===== config.mk =====
export PLATFORM = sky130hd
export DESIGN_NAME = instr_fetch
export DESIGN_NICKNAME = d
export VERILOG_FILES = /design/src/rtl/mips_pkg.sv /design/src/rtl/instr_fetch_pc_next.sv /design/src/rtl/instr_fetch.sv
export SDC_FILE = /design/constraint.sdc
export NUM_CORES = 1
export LEC_CHECK = 0
export CAP_MARGIN = 10
export CELL_PAD_IN_SITES_DETAIL_PLACEMENT = 1
export CELL_PAD_IN_SITES_GLOBAL_PLACEMENT = 2
export CORE_UTILIZATION = 24
export CTS_CLUSTER_SIZE = 28
export DETAILED_ROUTE_END_ITERATION = 10
export PLACE_DENSITY_LB_ADDON = 0.3
export SYNTH_ARGS = -nofsm -noshare
export SYNTH_HDL_FRONTEND = slang
export SYNTH_SLANG_ARGS = --single-unit

===== constraint.sdc =====
create_clock -name clk -period 5.4 [get_ports clk]
set_clock_uncertainty 0.2 [all_clocks]
set_input_delay 1.08 -clock clk [delete_from_list [all_inputs] [get_ports clk]]
set_output_delay 1.08 -clock clk [all_outputs]
set_load 0.005 [all_outputs]

===== src/rtl/mips_pkg.sv =====
// Shared MIPS opcode constants, fetch FSM states and small helpers.
package mips_pkg;

  localparam logic [5:0] OP_RTYPE = 6'b000000;
  localparam logic [5:0] OP_LW    = 6'b100011;
  localparam logic [5:0] OP_SW    = 6'b101011;
  localparam logic [5:0] OP_BEQ   = 6'b000100;
  localparam logic [5:0] OP_J     = 6'b000010;

  typedef enum logic [1:0] {
    FS_IDLE,
    FS_REQ,
    FS_VALID
  } fetch_state_e;

  function automatic logic [31:0] word_align(
    input logic [31:0] a
  );
    return {a[31:2], 2'b00};
  endfunction

endpackage


===== src/rtl/instr_fetch_pc_next.sv =====
// PC register and next-fetch-PC mux for the fetch stage.
// IFETCH_JUMP_EN adds J-type redirect on consumption.
module pc_next
  import mips_pkg::*;
#(
  parameter logic [31:0] RESET_PC = 32'h0000_0000
) (
  input  logic        clk,
  input  logic        rst_n,
  input  logic        capture,
  input  logic        consume,
  input  logic        branch_taken,
  input  logic [31:0] branch_target,
`ifdef IFETCH_JUMP_EN
  input  logic [31:0] instr,
`endif
  output logic [31:0] fetch_pc,
  output logic [31:0] pc,
  output logic [31:0] pc_plus4
);

  logic [31:0] fetch_pc_q, fetch_pc_d;
  logic [31:0] pc_q, pc_d;
  logic [31:0] seq_pc;
  logic        jump;

  assign seq_pc = pc_q + 32'd4;

`ifdef IFETCH_JUMP_EN
  assign jump = (instr[31:26] == OP_J);
`else
  assign jump = 1'b0;
`endif

  always_comb begin
    pc_d       = pc_q;
    fetch_pc_d = fetch_pc_q;
    if (capture) begin
      pc_d = fetch_pc_q;
    end
    // branch_taken only matters when the held instruction is consumed
    if (consume) begin
      unique case (1'b1)
`ifdef IFETCH_JUMP_EN
        jump:
          fetch_pc_d = {seq_pc[31:28], instr[25:0], 2'b00};
`endif
        (!jump && branch_taken):
          fetch_pc_d = word_align(branch_target);
        default:
          fetch_pc_d = seq_pc;
      endcase
    end
  end

  always_ff @(posedge clk) begin
    if (!rst_n) begin
      pc_q       <= RESET_PC;
      fetch_pc_q <= RESET_PC;
    end else begin
      pc_q       <= pc_d;
      fetch_pc_q <= fetch_pc_d;
    end
  end

  assign fetch_pc = fetch_pc_q;
  assign pc       = pc_q;
  assign pc_plus4 = seq_pc;

endmodule


===== src/rtl/instr_fetch.sv =====
// Instruction fetch stage: IDLE/REQ/VALID FSM plus instruction register.
// Define IFETCH_JUMP_EN to resolve J-type jumps inside fetch.
module instr_fetch
  import mips_pkg::*;
#(
  parameter logic [31:0] RESET_PC = 32'h0000_0000
) (
  input  logic        clk,
  input  logic        rst_n,
  output logic        imem_req,
  output logic [31:0] imem_addr,
  input  logic        imem_ready,
  input  logic [31:0] imem_rdata,
  output logic [31:0] instr,
  output logic [5:0]  opcode,
  output logic        instr_valid,
  output logic [31:0] pc,
  output logic [31:0] pc_plus4,
  input  logic        stall,
  input  logic        branch_taken,
  input  logic [31:0] branch_target
);

  fetch_state_e state_q, state_d;
  logic         imem_req_q, imem_req_d;
  logic         instr_valid_q, instr_valid_d;
  logic [31:0]  instr_q, instr_d;
  logic         capture;
  logic         consume;

  assign capture = (state_q == FS_REQ) && imem_ready;
  assign consume = (state_q == FS_VALID) && !stall;

  always_comb begin
    state_d       = state_q;
    imem_req_d    = imem_req_q;
    instr_valid_d = instr_valid_q;
    instr_d       = instr_q;
    unique case (state_q)
      FS_IDLE: begin
        state_d    = FS_REQ;
        imem_req_d = 1'b1;
      end
      FS_REQ: begin
        if (imem_ready) begin
          state_d       = FS_VALID;
          instr_d       = imem_rdata;
          imem_req_d    = 1'b0;
          instr_valid_d = 1'b1;
        end
      end
      FS_VALID: begin
        if (!stall) begin
          state_d       = FS_REQ;
          imem_req_d    = 1'b1;
          instr_valid_d = 1'b0;
        end
      end
      default: begin
        state_d       = FS_IDLE;
        imem_req_d    = 1'b0;
        instr_valid_d = 1'b0;
      end
    endcase
  end

  always_ff @(posedge clk) begin
    if (!rst_n) begin
      state_q       <= FS_IDLE;
      imem_req_q    <= 1'b0;
      instr_valid_q <= 1'b0;
      instr_q       <= 32'h0;
    end else begin
      state_q       <= state_d;
      imem_req_q    <= imem_req_d;
      instr_valid_q <= instr_valid_d;
      instr_q       <= instr_d;
    end
  end

  pc_next #(
    .RESET_PC(RESET_PC)
  ) u_pc_next (
    .clk          (clk),
    .rst_n        (rst_n),
    .capture      (capture),
    .consume      (consume),
    .branch_taken (branch_taken),
    .branch_target(branch_target),
`ifdef IFETCH_JUMP_EN
    .instr        (instr_q),
`endif
    .fetch_pc     (imem_addr),
    .pc           (pc),
    .pc_plus4     (pc_plus4)
  );

  assign imem_req    = imem_req_q;
  assign instr_valid = instr_valid_q;
  assign instr       = instr_q;
  assign opcode      = instr_q[31:26];

endmodule


# [Word level (Yosys, flattened, before mapping)]
# Cells that the tools add are included.
[word_totals] register_bits=100
[classes] bitwise_logic=1 add_sub_neg=1 eq_ne=4 muxes=10 n_reduce_logical=7
[ops] cell="$add 32x3->32 const B" n=1
[ops] cell="$mux 32" n=1
[ops] cell="$pmux 1 s3" n=2
[ops] cell="$pmux 2 s3" n=1
[ops] cell="$mux 1" n=4
[ops] cell="$mux 2" n=2
[ops] cell="$ne 2x2->1 const B" n=2
[ops] cell="$reduce_and 2->1" n=2
[ops] cell="$reduce_and 3->1" n=1
[ops] cell="$eq 2x1->1 const B" n=1
[ops] cell="$eq 2x2->1 const B" n=1
[ops] cell="$logic_and 1x1->1" n=2
[ops] cell="$logic_not 2->1" n=1
[ops] cell="$logic_not 1->1" n=1
[ops] cell="$not 1->1" n=1

# [Longest topological paths before layout]
# Gate-level depths: netlist of the first run.
[logic_depth] depth_word=3 mapped_depth=6

# [By module]
# From an unflattened synthesis of the first run, not the netlist that was laid out.
[hier_totals] hier_cells=535 area_unflattened_um2=4649.5
[modules_own_cells] module="pc_next" seq_area_each_um2=1281.2 area_each_um2=3195.6 instances=1 cells_each=372
[modules_own_cells] module="instr_fetch" seq_area_each_um2=700.7 area_each_um2=1453.9 instances=1 cells_each=163

# [Worst setup path before layout of the first run]
# No wires, ideal clock.
[synth_path] path_kind="flip-flop to output port" start="register u_pc_next.pc_q[2], in the netlist u_pc_next.pc[2]" end="output pc_plus4[16]" path_stages_with_launch=6 arrival_ns=1.528 n_path_buf=0 slack_ns=2.592 required_ns=4.120 path_cell_list="dfxtp_1 ha_1 nand3_1 nor4_4 a21boi_0 or2_2"
[synth_between] elab_chain_len=1
[synth_rtl] element="start, declared" line_no="instr_fetch_pc_next.sv:23" rtl="logic [31:0] pc_q, pc_d;"
[synth_rtl] element="start signal, assigned" line_no="instr_fetch_pc_next.sv:61" rtl="pc_q <= pc_d;"
[synth_rtl] element="$add 32x3->32" line_no="instr_fetch_pc_next.sv:27" rtl="assign seq_pc = pc_q + 32'd4;"
[synth_rtl] element="end, declared" line_no="instr_fetch.sv:18" rtl="output logic [31:0] pc_plus4,"
# Every way passes these cells.

# [Final worst setup path of the first run]
[layout_path] start="register u_pc_next.pc_q[2], in the netlist u_pc_next.pc[2]" end="output pc_plus4[26]"
# The elaborated chain is that of the path after synthesis.

==> summary.md, run 1 <==
| Metric | Value |
|---|---|
| Status | `finished with violations` |
| Failing checks | `design-rule violations` |
| FF+latch count, synth | `99` |
| PnR worst setup slack | `1320 ps` |
| Largest net degree at the start of global routing | `47` |
| Clock transition at path regs | `70 ps` |
| Vias in the first global route | `4833` |
| Iteration count of the initial detailed-routing pass | `9` |
| Worst-Margin Slew | `899 ps` |
| Wire per inst | `17.7 um` |
| Worst-skew pair later-pin latency | `350 ps` |
| Lkg Pwr | `2.32 nW` |
| Post-synth top area share | `44.5%` |
| Root Buffer Master | `clkbuf_16` |
| Rel. slew slack | `40.0%` |
| Worst setup SP type | `register` |
| GP Congestion | `0.799` |
| Setup_tns | `0 ps` |
| DRT iter0 DRCs | `238` |
| Total power | `1.59 mW` |
| Num rows | `49` |
| Num Clock Sinks | `99` |
| Placed Cells | `964` |
| Nets | `816` |
| Ratio of cells with drive above 1 in the final layout | `6.39%` |
| Mean Syn Cell Area | `7.78 sq um` |
| Die height | `138 um` |
| Post-Route WL | `17300 um` |
| Cell with the most instances after synthesis | `nand2_1` |
| Final min period | `4080 ps` |
| DIE AREA | `19100 sq um` |
| I/O pin total | `205` |
| Highest Clock Rate | `0.245 GHz` |
| Gate Count Post-Synth | `573` |
| Clock tree buffer depth | `2` |
| Fill count | `2111` |
| Final hold viol count | `0` |
| P per Cell Area | `230 nW/um^2` |
| M1 wire length | `7930 um` |
| Core Area | `18100 sq um` |
| DRT antenna net count | `0` |
| CTS Buf Count | `9` |
| Post-DP HPWL | `12200 um` |
| Syn nets | `643` |
| Max H-tree Level | `3` |
| Area Overhead vs Synth | `55.3%` |
| Largest area contributor in the netlist | `dfxtp_1` |
| Placement Cell Area | `6620 sq um` |
| ANT cells | `0` |
| CP Max Fanout | `8` |
| Hold bufs inserted after CTS | `0` |
| Die Wd | `138 um` |
| CP Class | `reg -> out` |
| Grt ovf | `0` |
| First-pass GRT wire length | `27200 um` |
| Met3 WL | `1050 um` |
| DR top layer | `met4` |
| Tcrit/Tclk final | `75.6%` |
| Initial Utilization | `24.6%` |
| Critical Path RT | `4120 ps` |
| Asr flop ratio synth | `0%` |
| CP Data Arrival Time | `2800 ps` |
| Remaining DRCs | `30` |
| Setup violators final | `0` |
| Vias | `4684` |
| RSZ-0062 raised after global routing | `false` |
| Buffer count from post-CTS setup fixing | `0` |
| Via-per-instance ratio | `4.78` |
| Overall routing resource usage | `18.2%` |
| Post-route cell area | `6920 sq um` |
| Synth area leaders | `dfxtp_1 44%, nand2_1 14%, a21oi_1 9.5%` |
| Sequential fraction of the synthesis area | `44.5%` |
| Initial antenna violation count | `0` |
| Post-synth cell types | `43` |
| Primary FF master, synth | `dfxtp_1` |
| Max VDD drop | `0.143 mV` |
| CTS tree | `yes` |
| Synth top cells by count | `167 x nand2_1, 99 x dfxtp_1, 85 x a21oi_1` |
| Class of the worst hold path | `reg -> reg` |
| Setup WS pre-CTS | `1650 ps` |
| Max_cap viols | `0` |
| I/O Buffers | `202` |
| Cell Count, Final, Fillers Out | `980` |
| Critical path endpoint category | `primary output` |
| Number of synthesized flops with an enable pin | `0` |
| Met2 wire length | `8190 um` |
| Post-synthesis cell area | `4460 sq um` |
| Synthesis warning total | `0` |
| Slew Limit Fails | `0` |
| Post_cts resized | `0` |
[flip-flops by register name, summed over array words and instances (netlist names)]
signal,flops
state_q,2
u_pc_next.pc,32
instr_valid,1
u_pc_next.fetch_pc,32
instr,32
[layer usage]
layer,GRT usage [%],vias up
met5,0,-
met4,6.09,0
met3,4.12,10
met2,30.3,126
met1,23.3,2255
li1,-,2293
[placed cells by master, fill, tap and decap left out, types with 5 or more instances in the layout]
master	count
a21oi_1	85
nand3b_1	6
a31oi_1	9
xnor2_1	13
nand2_1	167
nor2_1	12
a31o_1	7
nor3_1	6
nand4_1	9
nand3_1	31
o21ai_0	14
xor2_1	8
dfxtp_1	99
clkdlybuf4s50_1	201
or2_2	5
buf_4	7
clkbuf_16	9
inv_1	6
[stage by stage]
| stage | util [%] | hold slack [ps] |
|---|---|---|
| 6_report | 38.2 | 258 |
| 5_1_grt | 38.2 | 281 |
| 4_1_cts | 38.2 | 261 |
| 3_5_place_dp | 36.6 | 251 |
| 3_3_place_gp | 36.6 | 242 |
| 2_1_floorplan | - | 253 |
[worst max-delay path, cell delays in order, from the launching register on]
cell and delay (ps):
dfxtp_1 480, ha_1 260, nand3_1 280, nor4_4 390, nand4_1 170, xnor2_1 290
clkdlybuf4s50_1 580
[final cells by class]
type	instances	area, sq um	area share, %
clock inverters	4	50.0	0.723
multi-input cells	420	2260	32.6
repair buffers	209	2070	29.9
flip-flops and latches	99	1980	28.6
clock buffers	12	246	3.56
inverters	7	27.5	0.398
well taps	229	287	4.14
[where the power goes]
group / internal, mW / switching (mW)
clock network: 0.372 / 0.290
logic: 0.0909 / 0.0800
registers: 0.747 / 0.0124
[cell families after synthesis]
group / share of synthesized area, %
DFF: 44.5
muxes: 0.899
and+or+nand+nor: 28.3
AOI/OAI and AO/OA: 16.3
xor gates and xnor gates: 4.49
adders and majority gates: 0.281
buffers and inverters: 5.25
[worst paths after layout]
kind | slack, ps | start | to | cells past startpoint
min reg2reg | 260 | instr[14] | instr[14] | 2
max reg2reg | 3020 | state_q[0] | instr[21] | 5
min | 260 | instr[14] | instr[14] | 2
max | 1320 | u_pc_next.pc[2] | pc_plus4[26] | 6
Power figures use the tool's default switching activity.
==> inputs of run 2 (changes only) <==
- CORE_UTILIZATION: 24 -> 22
- clock period: 5.4 -> 3.9 ns (I/O delays scaled with it)
==> run 2 against run 1 <==
Compared with the run above:
- the run now ends clean
- critical path type unchanged
- design area is 1.8% higher
- first-iteration DRC count is 33% lower
- clock power is 43% higher
- routed wire length is 0.31% lower
- count of clock-buffer cells in the layout is 1 lower
- die area is 9.0% higher
- worst setup slack worse by 1100 ps
- non-clock buffer count is 5 higher
- critical endpoint is now pc_plus4[18]
==> summary.md, run 2 (synthesis results as in run 1) <==
| Metric | Value |
|---|---|
| Max_cap viols | `0 (unchanged)` |
| Iteration count of the initial detailed-routing pass | `4 (was 9)` |
| Setup WS pre-CTS | `573 ps (was 1650 ps)` |
| Grt peak-use layer | `met2 (unchanged)` |
| Sw frac | `24.1% (was 24.0%)` |
| Area Overhead vs Synth | `58.0% (was 55.3%)` |
| Max VDD drop | `0.177 mV (was 0.143 mV)` |
| Num Clock Sinks | `99 (unchanged)` |
| Largest net degree at the start of global routing | `40 (was 47)` |
| Initial Utilization | `22.7% (was 24.6%)` |
| Critical Path RT | `2920 ps (was 4120 ps)` |
| Nets | `821 (was 816)` |
| Rel. slew slack | `40.3% (was 40.0%)` |
| I/O pin total | `205 (unchanged)` |
| Lkg Pwr | `2.37 nW (was 2.32 nW)` |
| Buffer count from post-CTS setup fixing | `0 (unchanged)` |
| Status | `completed (was finished with violations)` |
| Delay-heaviest family, CP | `simple AND/OR/NAND/NOR gates (unchanged)` |
| Via-per-instance ratio | `4.56 (was 4.78)` |
| Met1 Use GR | `20.8% (was 23.3%)` |
| Hold Path Depth | `2 (unchanged)` |
| Class of the worst hold path | `reg -> reg (unchanged)` |
| Post-route cell area | `7040 sq um (was 6920 sq um)` |
| Clock transition at path regs | `70 ps (about the same)` |
| Worst path slowest cell | `clkdlybuf4s50_1 (unchanged)` |
| DRT antenna net count | `0 (unchanged)` |
| Post_cts resized | `0 (unchanged)` |
| ANT cells | `0 (unchanged)` |
| CTS Buf Count | `9 (unchanged)` |
| R2r setup slk | `1650 ps (was 3020 ps)` |
| Worst R2R End | `u_pc_next.fetch_pc[31] (was instr[21])` |
| GR Util met2 | `29.3% (was 30.3%)` |
| Ratio of cells with drive above 1 in the final layout | `7.28% (was 6.39%)` |
| Worst setup SP type | `register (unchanged)` |
| Worst-skew pair later-pin latency | `350 ps (about the same)` |
| I/O Buffers | `202 (unchanged)` |
| Highest Clock Rate | `0.274 GHz` |
| Hold path startpoint | `instr[6] (was instr[14])` |
| Grt ovf | `0 (unchanged)` |
| Hold Path Sink | `instr[6] (was instr[14])` |
| Final min period | `3650 ps` |
| Max H-tree Level | `3 (unchanged)` |
| Die height | `144 um (was 138 um)` |
| Most frequent cells in the layout | `201 x clkdlybuf4s50_1, 167 x nand2_1, 99 x dfxtp_1, 85 x a21oi_1, 31 x nand3_1 (unchanged)` |
| CP Data Arrival Time | `2670 ps (was 2800 ps)` |
| Psw | `0.541 mW (was 0.383 mW)` |
| RSZ-0062 raised after global routing | `false (unchanged)` |
| Root Buffer Master | `clkbuf_16 (unchanged)` |
| Remaining DRCs | `0 (was 30)` |
| Worst r2r path cells | `5 (unchanged)` |
| Clock tree buffer depth | `2 (unchanged)` |
| Critical path endpoint category | `primary output (unchanged)` |
| Initial antenna violation count | `0 (unchanged)` |
| Overall routing resource usage | `16.8% (was 18.2%)` |
| Register share of total power | `46.9% (was 47.7%)` |
| P per Cell Area | `318 nW/um^2 (was 230 nW/um^2)` |
| Slew Limit Fails | `0 (unchanged)` |
| Placement Cell Area | `6730 sq um (was 6620 sq um)` |
| Num rows | `51 (was 49)` |
| M3 GR Usage | `3.87% (was 4.12%)` |
| CTS tree | `yes (unchanged)` |
| Post-Route WL | `17300 um (about the same)` |
| Core Area | `19700 sq um (was 18100 sq um)` |
| Combinational share of power | `10.8% (was 10.7%)` |
| CP Class | `reg -> out (unchanged)` |
| Hold bufs inserted after CTS | `0 (unchanged)` |
| Tcrit/Tclk final | `93.6%` |
| Commonest non-fill, non-tap cell in the layout | `clkdlybuf4s50_1 (unchanged)` |
| Vias in the first global route | `4900 (was 4833)` |
| Setup violators final | `0 (unchanged)` |
| Post-DP HPWL | `12800 um (was 12200 um)` |
| CP Max Fanout | `6 (was 8)` |
| GP Congestion | `0.729 (was 0.799)` |
| DIE AREA | `20800 sq um (was 19100 sq um)` |
| PnR worst setup slack | `248 ps (was 1320 ps)` |
| First-pass GRT wire length | `26700 um (was 27200 um)` |
| Worst-Margin Slew | `896 ps (was 899 ps)` |
| Wire per inst | `16.9 um (was 17.7 um)` |
| Die Wd | `144 um (was 138 um)` |
| Crit-path cells | `ha_1, nand3_1, nor4_4, nand4_1, xnor2_1, clkdlybuf4s50_1 (unchanged)` |
| Internal power | `1.70 mW (was 1.21 mW)` |
| Clock share of power | `42.4% (was 41.6%)` |
| Worst R2R Start | `u_pc_next.pc[15] (was state_q[0])` |
| Setup_tns | `0 ps (unchanged)` |
| Max incr delay on CP | `560 ps (was 580 ps)` |
| Fill count | `2361 (was 2111)` |
| Buf+Inv Stages, Crit Path | `1 (unchanged)` |
| DRT iter0 DRCs | `160 (was 238)` |
| Final hold viol count | `0 (unchanged)` |
| Vias | `4659 (was 4684)` |
run 2: layout make-up:
cell class                 instances  area [sq um]  area share, %
timing repair buffer             214          2130           30.3
clock buffer                      11           253           3.59
inverter                           7          27.5          0.391
tap                              265           332           4.71
sequential                        99          1980           28.1
multi-input combinational        420          2260           32.0
clock inverter                     5          60.1          0.853
run 2: worst min-delay path: stages (launching register included):
cell and delay [ps]:
dfxtp_1 310, nand2_1 50, a21oi_1 50
run 2: routing by layer:
metal / vias up / share of wire [%]
met5: - / 0
met4: 0 / 0.76
met3: 7 / 5.5
li1: 2299 / -
met1: 2224 / 45
met2: 129 / 49
run 2: worst max path at each step:
stage | start | end | cells after the start | slack, ps
final | u_pc_next.pc[3] | pc_plus4[18] | 6 | 250
after global routing | u_pc_next.pc[3] | pc_plus4[18] | 6 | 40
after CTS | u_pc_next.pc[3] | pc_plus4[18] | 6 | 190
after detailed placement | u_pc_next.pc[3] | pc_plus4[18] | 6 | 570
after global placement | u_pc_next.pc[3] | pc_plus4[18] | 6 | 630
after floorplan | u_pc_next.pc[2] | pc_plus4[16] | 5 | 1390
run 2: power by group through the flow:
stage	sequential (mW)	clock, mW	combinational, mW
floorplan	1.07	0	0.0876
global placement	1.07	0	0.242
detailed placement	1.07	0	0.246
CTS	1.05	0.972	0.247
global route	1.05	1.02	0.264
finish	1.05	0.949	0.241
run 2: stage by stage:
stage / util [%] / hold WS, ps / std cells / total power, mW
2_1_floorplan: - / 253 / 573 / 1.16
3_3_place_gp: 34.2 / 242 / 1005 / 1.32
3_5_place_dp: 34.2 / 250 / 1005 / 1.32
4_1_cts: 35.8 / 258 / 1021 / 2.27
5_1_grt: 35.8 / 277 / 1021 / 2.34
6_report: 35.8 / 257 / 1021 / 2.24
